File: src/rtl/inst_fetch_unit.sv
`default_nettype none
// ============================================================================
// Module   : inst_fetch_unit
// Summary  : PC owner and instruction fetch stage. Handles variable-latency
//            req/ack imem, valid/ready decode handoff, and redirects.
// Revision : 1.0  initial release
// ============================================================================
module inst_fetch_unit #(
    parameter int          ADDR_W   = 32,
    parameter int          DATA_W   = 32,
    parameter logic [ADDR_W-1:0] RESET_PC = '0
) (
    input  logic              clk,
    input  logic              reset,
    output logic              imem_req,
    output logic [ADDR_W-1:0] imem_addr,
    input  logic              imem_ack,
    input  logic [DATA_W-1:0] imem_rdata,
    output logic              inst_valid,
    input  logic              inst_ready,
    output logic [DATA_W-1:0] inst,
    output logic [ADDR_W-1:0] inst_pc,
    input  logic              redirect,
    input  logic [ADDR_W-1:0] redirect_pc
);

    typedef enum logic [1:0] {
        S_IDLE = 2'd0,
        S_WAIT = 2'd1,
        S_HOLD = 2'd2,
        S_GAP  = 2'd3
    } state_t;

    localparam logic [ADDR_W-1:0] c_align_mask = {{(ADDR_W-2){1'b1}}, 2'b00};
    localparam logic [ADDR_W-1:0] c_pc_step    = ADDR_W'(4);

    state_t              r_state, w_state_nxt;
    logic [ADDR_W-1:0]   r_pc, w_pc_nxt;
    logic [ADDR_W-1:0]   r_pend_pc, w_pend_pc_nxt;
    logic                r_squash, w_squash_nxt;
    logic [DATA_W-1:0]   r_inst, w_inst_nxt;
    logic [ADDR_W-1:0]   r_inst_pc, w_inst_pc_nxt;
    logic [ADDR_W-1:0]   w_redir_pc;

    assign w_redir_pc = redirect_pc & c_align_mask;

    always_ff @(posedge clk) begin
        if (reset) begin
            r_state   <= S_IDLE;
            r_pc      <= RESET_PC;
            r_pend_pc <= '0;
            r_squash  <= 1'b0;
            r_inst    <= '0;
            r_inst_pc <= '0;
        end else begin
            r_state   <= w_state_nxt;
            r_pc      <= w_pc_nxt;
            r_pend_pc <= w_pend_pc_nxt;
            r_squash  <= w_squash_nxt;
            r_inst    <= w_inst_nxt;
            r_inst_pc <= w_inst_pc_nxt;
        end
    end

    always_comb begin
        w_state_nxt   = r_state;
        w_pc_nxt      = r_pc;
        w_pend_pc_nxt = r_pend_pc;
        w_squash_nxt  = r_squash;
        w_inst_nxt    = r_inst;
        w_inst_pc_nxt = r_inst_pc;
        case (r_state)
            S_IDLE: w_state_nxt = S_WAIT;
            S_WAIT: begin
                if (imem_ack) begin
                    if (!r_squash && !redirect) begin
                        w_inst_nxt    = imem_rdata;
                        w_inst_pc_nxt = r_pc;
                        w_state_nxt   = S_HOLD;
                    end else begin
                        // A redirect in the ack cycle is newer than any pending one
                        w_squash_nxt = 1'b0;
                        w_pc_nxt     = redirect ? w_redir_pc : r_pend_pc;
                        w_state_nxt  = S_GAP;
                    end
                end else if (redirect) begin
                    // Request must stay stable until ack, so remember the target
                    w_squash_nxt  = 1'b1;
                    w_pend_pc_nxt = w_redir_pc;
                end
            end
            S_HOLD: begin
                if (redirect) begin
                    w_pc_nxt    = w_redir_pc;
                    w_state_nxt = S_GAP;
                end else if (inst_ready) begin
                    w_pc_nxt    = r_pc + c_pc_step;
                    w_state_nxt = S_GAP;
                end
            end
            S_GAP: begin
                if (redirect) begin
                    w_pc_nxt = w_redir_pc;
                end
                w_state_nxt = S_WAIT;
            end
            default: w_state_nxt = S_IDLE;
        endcase
    end

    assign imem_req   = (r_state == S_WAIT);
    assign imem_addr  = r_pc;
    assign inst_valid = (r_state == S_HOLD);
    assign inst       = r_inst;
    assign inst_pc    = r_inst_pc;

endmodule
`default_nettype wire

File: config.mk
export PLATFORM = sky130hd
export DESIGN_NAME = inst_fetch_unit
export DESIGN_NICKNAME = d
export VERILOG_FILES = /design/src/rtl/inst_fetch_unit.sv
export SDC_FILE = /design/constraint.sdc
export NUM_CORES = 1
export LEC_CHECK = 0
export ABC_CLOCK_PERIOD_IN_PS = 5800
export CAP_MARGIN = 25
export CELL_PAD_IN_SITES_DETAIL_PLACEMENT = 0
export CELL_PAD_IN_SITES_GLOBAL_PLACEMENT = 2
export CORE_ASPECT_RATIO = 1.2
export CORE_MARGIN = 2
export CORE_UTILIZATION = 29
export CTS_BUF_LIST = sky130_fd_sc_hd__clkbuf_16
export DETAILED_ROUTE_END_ITERATION = 12
export GPL_ROUTABILITY_DRIVEN = 0
export GPL_TIMING_DRIVEN = 0
export PLACE_DENSITY = 0.85
export SYNTH_ARGS = -nofsm -noshare
export SYNTH_HDL_FRONTEND = slang
export SYNTH_SLANG_ARGS = --single-unit
File: constraint.sdc
create_clock -name clk -period 5.8 [get_ports clk]
set_input_delay 0.58 -clock clk [delete_from_list [all_inputs] [get_ports clk]]
set_output_delay 0.58 -clock clk [all_outputs]
set_load 0.05 [all_outputs]
# Word-level counts from Yosys, hierarchy flattened
# Index checks and enable logic that the tools add are counted.
# W data, S select, Z words.
[word_totals]
latchBits = 0
n_memories = 0
romBits = 0
out_inout_bits = 98
regBits = 131
ram_bits = 0
[classes]
reduce_logical = 12
eq_ne = 8
shift = 0
magnitude_cmp = 0
muxes = 15
n_mul = 0
bitwise = 1
n_addsub = 1
div = 0
[op_table]
columns = ["operator", "n"]
rows = [
  ["$mux W32", 6],
  ["$pmux W32 S3", 1],
  ["$add A32 B3 Y32 const B", 1],
  ["$mux W2", 3],
  ["$ne A2 B2 Y1 const B", 3],
  ["$pmux W2 S3", 1],
  ["$reduce_and A3 Y1", 2],
  ["$reduce_and A5 Y1", 1],
  ["$eq A2 B2 Y1 const B", 2],
  ["$mux W1", 4],
  ["$reduce_and A2 Y1", 2],
  ["$ne A3 B1 Y1 const B", 1],
  ["$reduce_bool A3 Y1", 1],
  ["$eq A2 B1 Y1 const B", 1],
  ["$logic_not A1 Y1", 2],
  ["$logic_not A2 Y1", 1],
  ["$ne A2 B1 Y1 const B", 1],
  ["$reduce_bool A2 Y1", 1],
  ["$reduce_or A2 Y1", 1],
  ["$logic_and A1 B1 Y1", 1],
  ["$not A1 Y1", 1],
]

# Logic depth before layout (Yosys ltp)
[logic_depth]
ltp_word = 5
ltp_mapped = 9
depth_no_buf = 7

# Worst setup path after synthesis
# No wires, ideal clock.
[synth_path]
kind = "reg-to-reg"
from = "reg r_pc[14], in the netlist imem_addr[14]"
to = "reg r_pc[31], in the netlist imem_addr[31]"
path_buffers = 0
arrival_ns = 2.428
path_stages_with_launch = 6
path_slack_ns = 3.299
path_cell_list = "dfxtp_1 -> nand4_2 -> or4_1 -> or4_1 -> or4_1 -> o211ai_2"
[synth_between]
elab_chain_len = 4
[synth_rtl]
columns = ["element", "line_no", "rtl"]
rows = [
  ["from (decl)", "38", "logic [ADDR_W-1:0] r_pc, w_pc_nxt;"],
  ["from (signal assigned)", "57", "r_pc <= w_pc_nxt;"],
  ["$add A32 B3 Y32", "97", "w_pc_nxt = r_pc + c_pc_step;"],
  ["$mux W32", "96", "end else if (inst_ready) begin"],
  ["$mux W32", "93", "if (redirect) begin"],
  ["$pmux W32 S3", "72", "case (r_state)"],
]
# Every way passes these cells. The select of a mux whose other input is x is not followed.
# A chain may end at the register's enable or synchronous reset.

# Worst setup path after layout
[layout_path]
from = "reg r_state[0]"
to = "reg r_pc[30], in the netlist imem_addr[30]"
[layout_between]
elab_chain_len = 3
word_cells_on_any_way = 10
[layout_rtl]
columns = ["element", "line_no", "rtl"]
rows = [
  ["from (decl)", "37", "state_t r_state, w_state_nxt;"],
  ["from (signal assigned)", "56", "r_state <= w_state_nxt;"],
  ["$eq A2 B2 Y1 or $eq A2 B1 Y1 (tied branches)", "72", ""],
  ["$ne A3 B1 Y1 (no source line), or another cell as far along", "--", ""],
  ["$reduce_and A5 Y1 (no source line)", "--", ""],
]
# Parallel ways exist; a longest one is shown, timed or not.

==> results.md <==
- Min Tclk post-route: 2880 ps
- CTS tree: built
- Power Density: 327 nW/µm²
- Layout cells sized above 1: 0.0497
- Top-Level Pins: 167
- Seq/Total Area, Yosys: 0.445
- Non-Filler Instances: 1,231
- P_sw: 917 µW
- Post-route DRC: 0
- H-tree levels: 4
- RSZ-0062 raised after global routing: false
- Setup bufs post-CTS: 0
- Inst Count DP: 1,199
- Worst Max-Slew Pin Slew: 831 ps
- Slew headroom: 0.446
- Post-DP Area: 7840 µm²
- Initial Util: 0.293
- Slowest-stage cell, CP: a221oi_1
- Crit Path Category: reg -> reg
- First-pass iteration count of the detailed router: 7
- Worst hold path type: reg -> reg
- Final design area excluding fillers: 8430 µm²
- Unique cell type count in the Yosys netlist: 60
- Yosys reg bits: 131
- Via Count: 6,185
- Setup crit start kind: register
- Worst-path clk slew: 60 ps
- Crit path DAT: 3160 ps
- Synth warn: 0
- CTS resizes: 0
- CP endpoint kind: register
- CP Launch Point: r_state[0]
- Die Wd: 134 µm
- Final Hold Viols: 0
- Starting DRC count in detailed routing: 378
- Max Cap Viol: 0
- Worst reg-to-reg path cell count: 7
- Root buf cell: clkbuf_16
- Most frequent CP cell: clkbuf_1
- Die height: 160 µm
- Hold path start: inst_pc[13]
- Full die area: 21,500 µm²
- Initial antenna violation count: 0
- Post-synthesis cell area: 5890 µm²
- Total global routing overflow: 0
- R2R Path End: imem_addr[30]
- Switch share: 0.333
- FILL cells: 2,163
- Maximum buffer depth of the clock tree: 2
- Worst path max stage delay: 620 ps
- Main synth FF type: dfxtp_1
- Detail Placement HPWL: 16,300 µm
- Pin count of the biggest net entering global routing: 17
- Hold-fix buffers, CTS: 0
- Worst Hold Path Cells: 2
- Routed Antenna Nets: 0
- Finished Core Util: 0.419
- Pleak: 0.00285 µW
- Register-to-register setup slack: 2920 ps
- Crit Path Max Fanout: 10
- Slew Limit Fails: 0
- Maximum vdd drop: 226 µV
- Sum Neg Setup Slack: 0 ps
- Final setup viols: 0
- Wire per inst: 17.8 µm
- IO buf count: 162
- Commonest cells after routing, fill and taps aside: nand2_1, clkdlybuf4s50_1, dfxtp_1
- Clock Latency Late Sink: 430 ps
- Critical path cell sequence: ha_1, clkbuf_1, a221oi_1, nand2_2, clkbuf_1, a211oi_1, o32ai_1
- WL final: 22,000 µm
- Fmax: 0.348 GHz
- Core ar.: 20,100 µm²
- EDFF count, synth: 0
- First-pass GRT wire length: 34,300 µm
- Final Skew: 6.88 ps
- Post-DR vias/cell: 5.02
- Worst path required time: 6080 ps
- R2R Path Start: r_state[0]
- Most common cell after layout, fill and taps aside: nand2_1
- Final #Nets: 1,028
- Internal power: 1840 µW
- CTS buffer count: 17
- Area grow syn2layout: 43.2%
- Async set or reset register ratio after synthesis: 0
- Mapped Cells: 772
- Clk pwr share: 0.398
- Synthesized Nets: 847
- Fin Hold WS: 451 ps
- GRT Total Usage: 0.206
- Combinational Power Share: 0.231
- Standard-cell rows: 57
- Synth Area per Inst: 7.63 µm²
- Sequential power share: 0.371
- Hold Crit Endpoint: inst_pc[13]
- Status: completed
- Clk sink count: 131
- Antenna diodes: 0
- Vias in the first global route: 5,786
- Fin crit share: 0.496
==> sequential cells by signal, indices dropped and copies added (netlist names) <==
signal and flops:
imem_addr 32, r_squash 1, r_pend_pc 32, inst 32
r_state 2, inst_pc 32
==> worst max-delay path, delay by kind of cell, from the launching register on <==
family	cells	cell delay, ps
AO/OA/AOI/OAI	3	1220
flip-flops	1	350
AND/OR/NAND/NOR	1	300
buffers and inverters	2	640
adder cells (fa/ha/maj)	1	210
==> power by group through the flow <==
stage | clock network, µW | logic, µW | registers, µW
5_1_grt | 1150 | 683 | 1030
3_5_place_dp | 0 | 636 | 1040
6_report | 1100 | 637 | 1020
4_1_cts | 1110 | 639 | 1020
2_1_floorplan | 0 | 251 | 1160
3_3_place_gp | 0 | 635 | 1040
==> stage by stage <==
step,setup WS (ps),total power (µW)
6_report,2920,2750
5_1_grt,2780,2870
4_1_cts,3030,2770
3_5_place_dp,2900,1680
3_3_place_gp,2880,1680
2_1_floorplan,3300,1410
==> worst max-delay path by stage <==
stage | end | depth (start not counted)
6_report | imem_addr[30] | 7
5_1_grt | imem_addr[30] | 7
4_1_cts | imem_addr[26] | 7
3_5_place_dp | imem_addr[26] | 6
3_3_place_gp | imem_addr[26] | 6
2_1_floorplan | imem_addr[31] | 5
==> synthesized netlist by cell type, types with 2 or more instances <==
cell	instances	area [µm²]
and2_1	4	25.0
a221oi_1	4	35.0
o211ai_1	3	22.5
o41ai_1	5	43.8
buf_1	4	15.0
dfxtp_1	131	2620
ha_1	6	75.1
or3_1	3	18.8
nor3_1	10	50.1
o32ai_1	5	43.8
and3_1	22	138
nor4_1	6	37.5
and4_1	2	17.5
nand3_1	27	135
clkbuf_1	47	176
o21ai_1	3	15.0
o31ai_1	7	52.6
nor4b_1	5	43.8
o21ai_0	18	90.1
a211oi_1	5	37.5
and4_2	3	30.0
buf_4	2	15.0
a31oi_1	3	18.8
o311ai_0	2	17.5
o21a_1	2	15.0
nand4_1	9	56.3
or4_1	6	45.0
inv_1	8	30.0
buf_6	4	45.0
a22o_1	2	17.5
nor2_1	17	63.8
nor3b_1	3	22.5
a311oi_1	3	26.3
nor2b_1	2	12.5
a32o_1	7	70.1
a21oi_1	122	611
nand2_1	234	878
mux2i_1	4	40.0
==> cells by family after synthesis <==
logic type	share of synthesized area
DFF	0.445
AOI/OAI and AO/OA	0.205
muxes	0.00680
buffers and inverters	0.0516
adders and majority gates	0.0127
and+or+nand+nor	0.277
xor gates and xnor gates	0.00149
==> final cells by class <==
type,instances,area [µm²],area share
buffer,60,270,0.0320
clock buffer,17,425,0.0504
clock inverter,15,164,0.0194
inverter,9,33.8,0.00401
multi-input combinational,572,2960,0.351
sequential,131,2620,0.311
tap,265,332,0.0393
timing repair buffer,162,1620,0.192
==> routing by layer <==
metal | routed length, µm | global-route usage | vias up
li1 | - | - | 3066
met1 | 9840 | 0.276 | 2924
met2 | 10600 | 0.337 | 168
met3 | 1130 | 0.0349 | 27
met4 | 418 | 0.0670 | 0
met5 | 0 | 0 | -
Note: power is estimated with default switching activity, not from simulation.
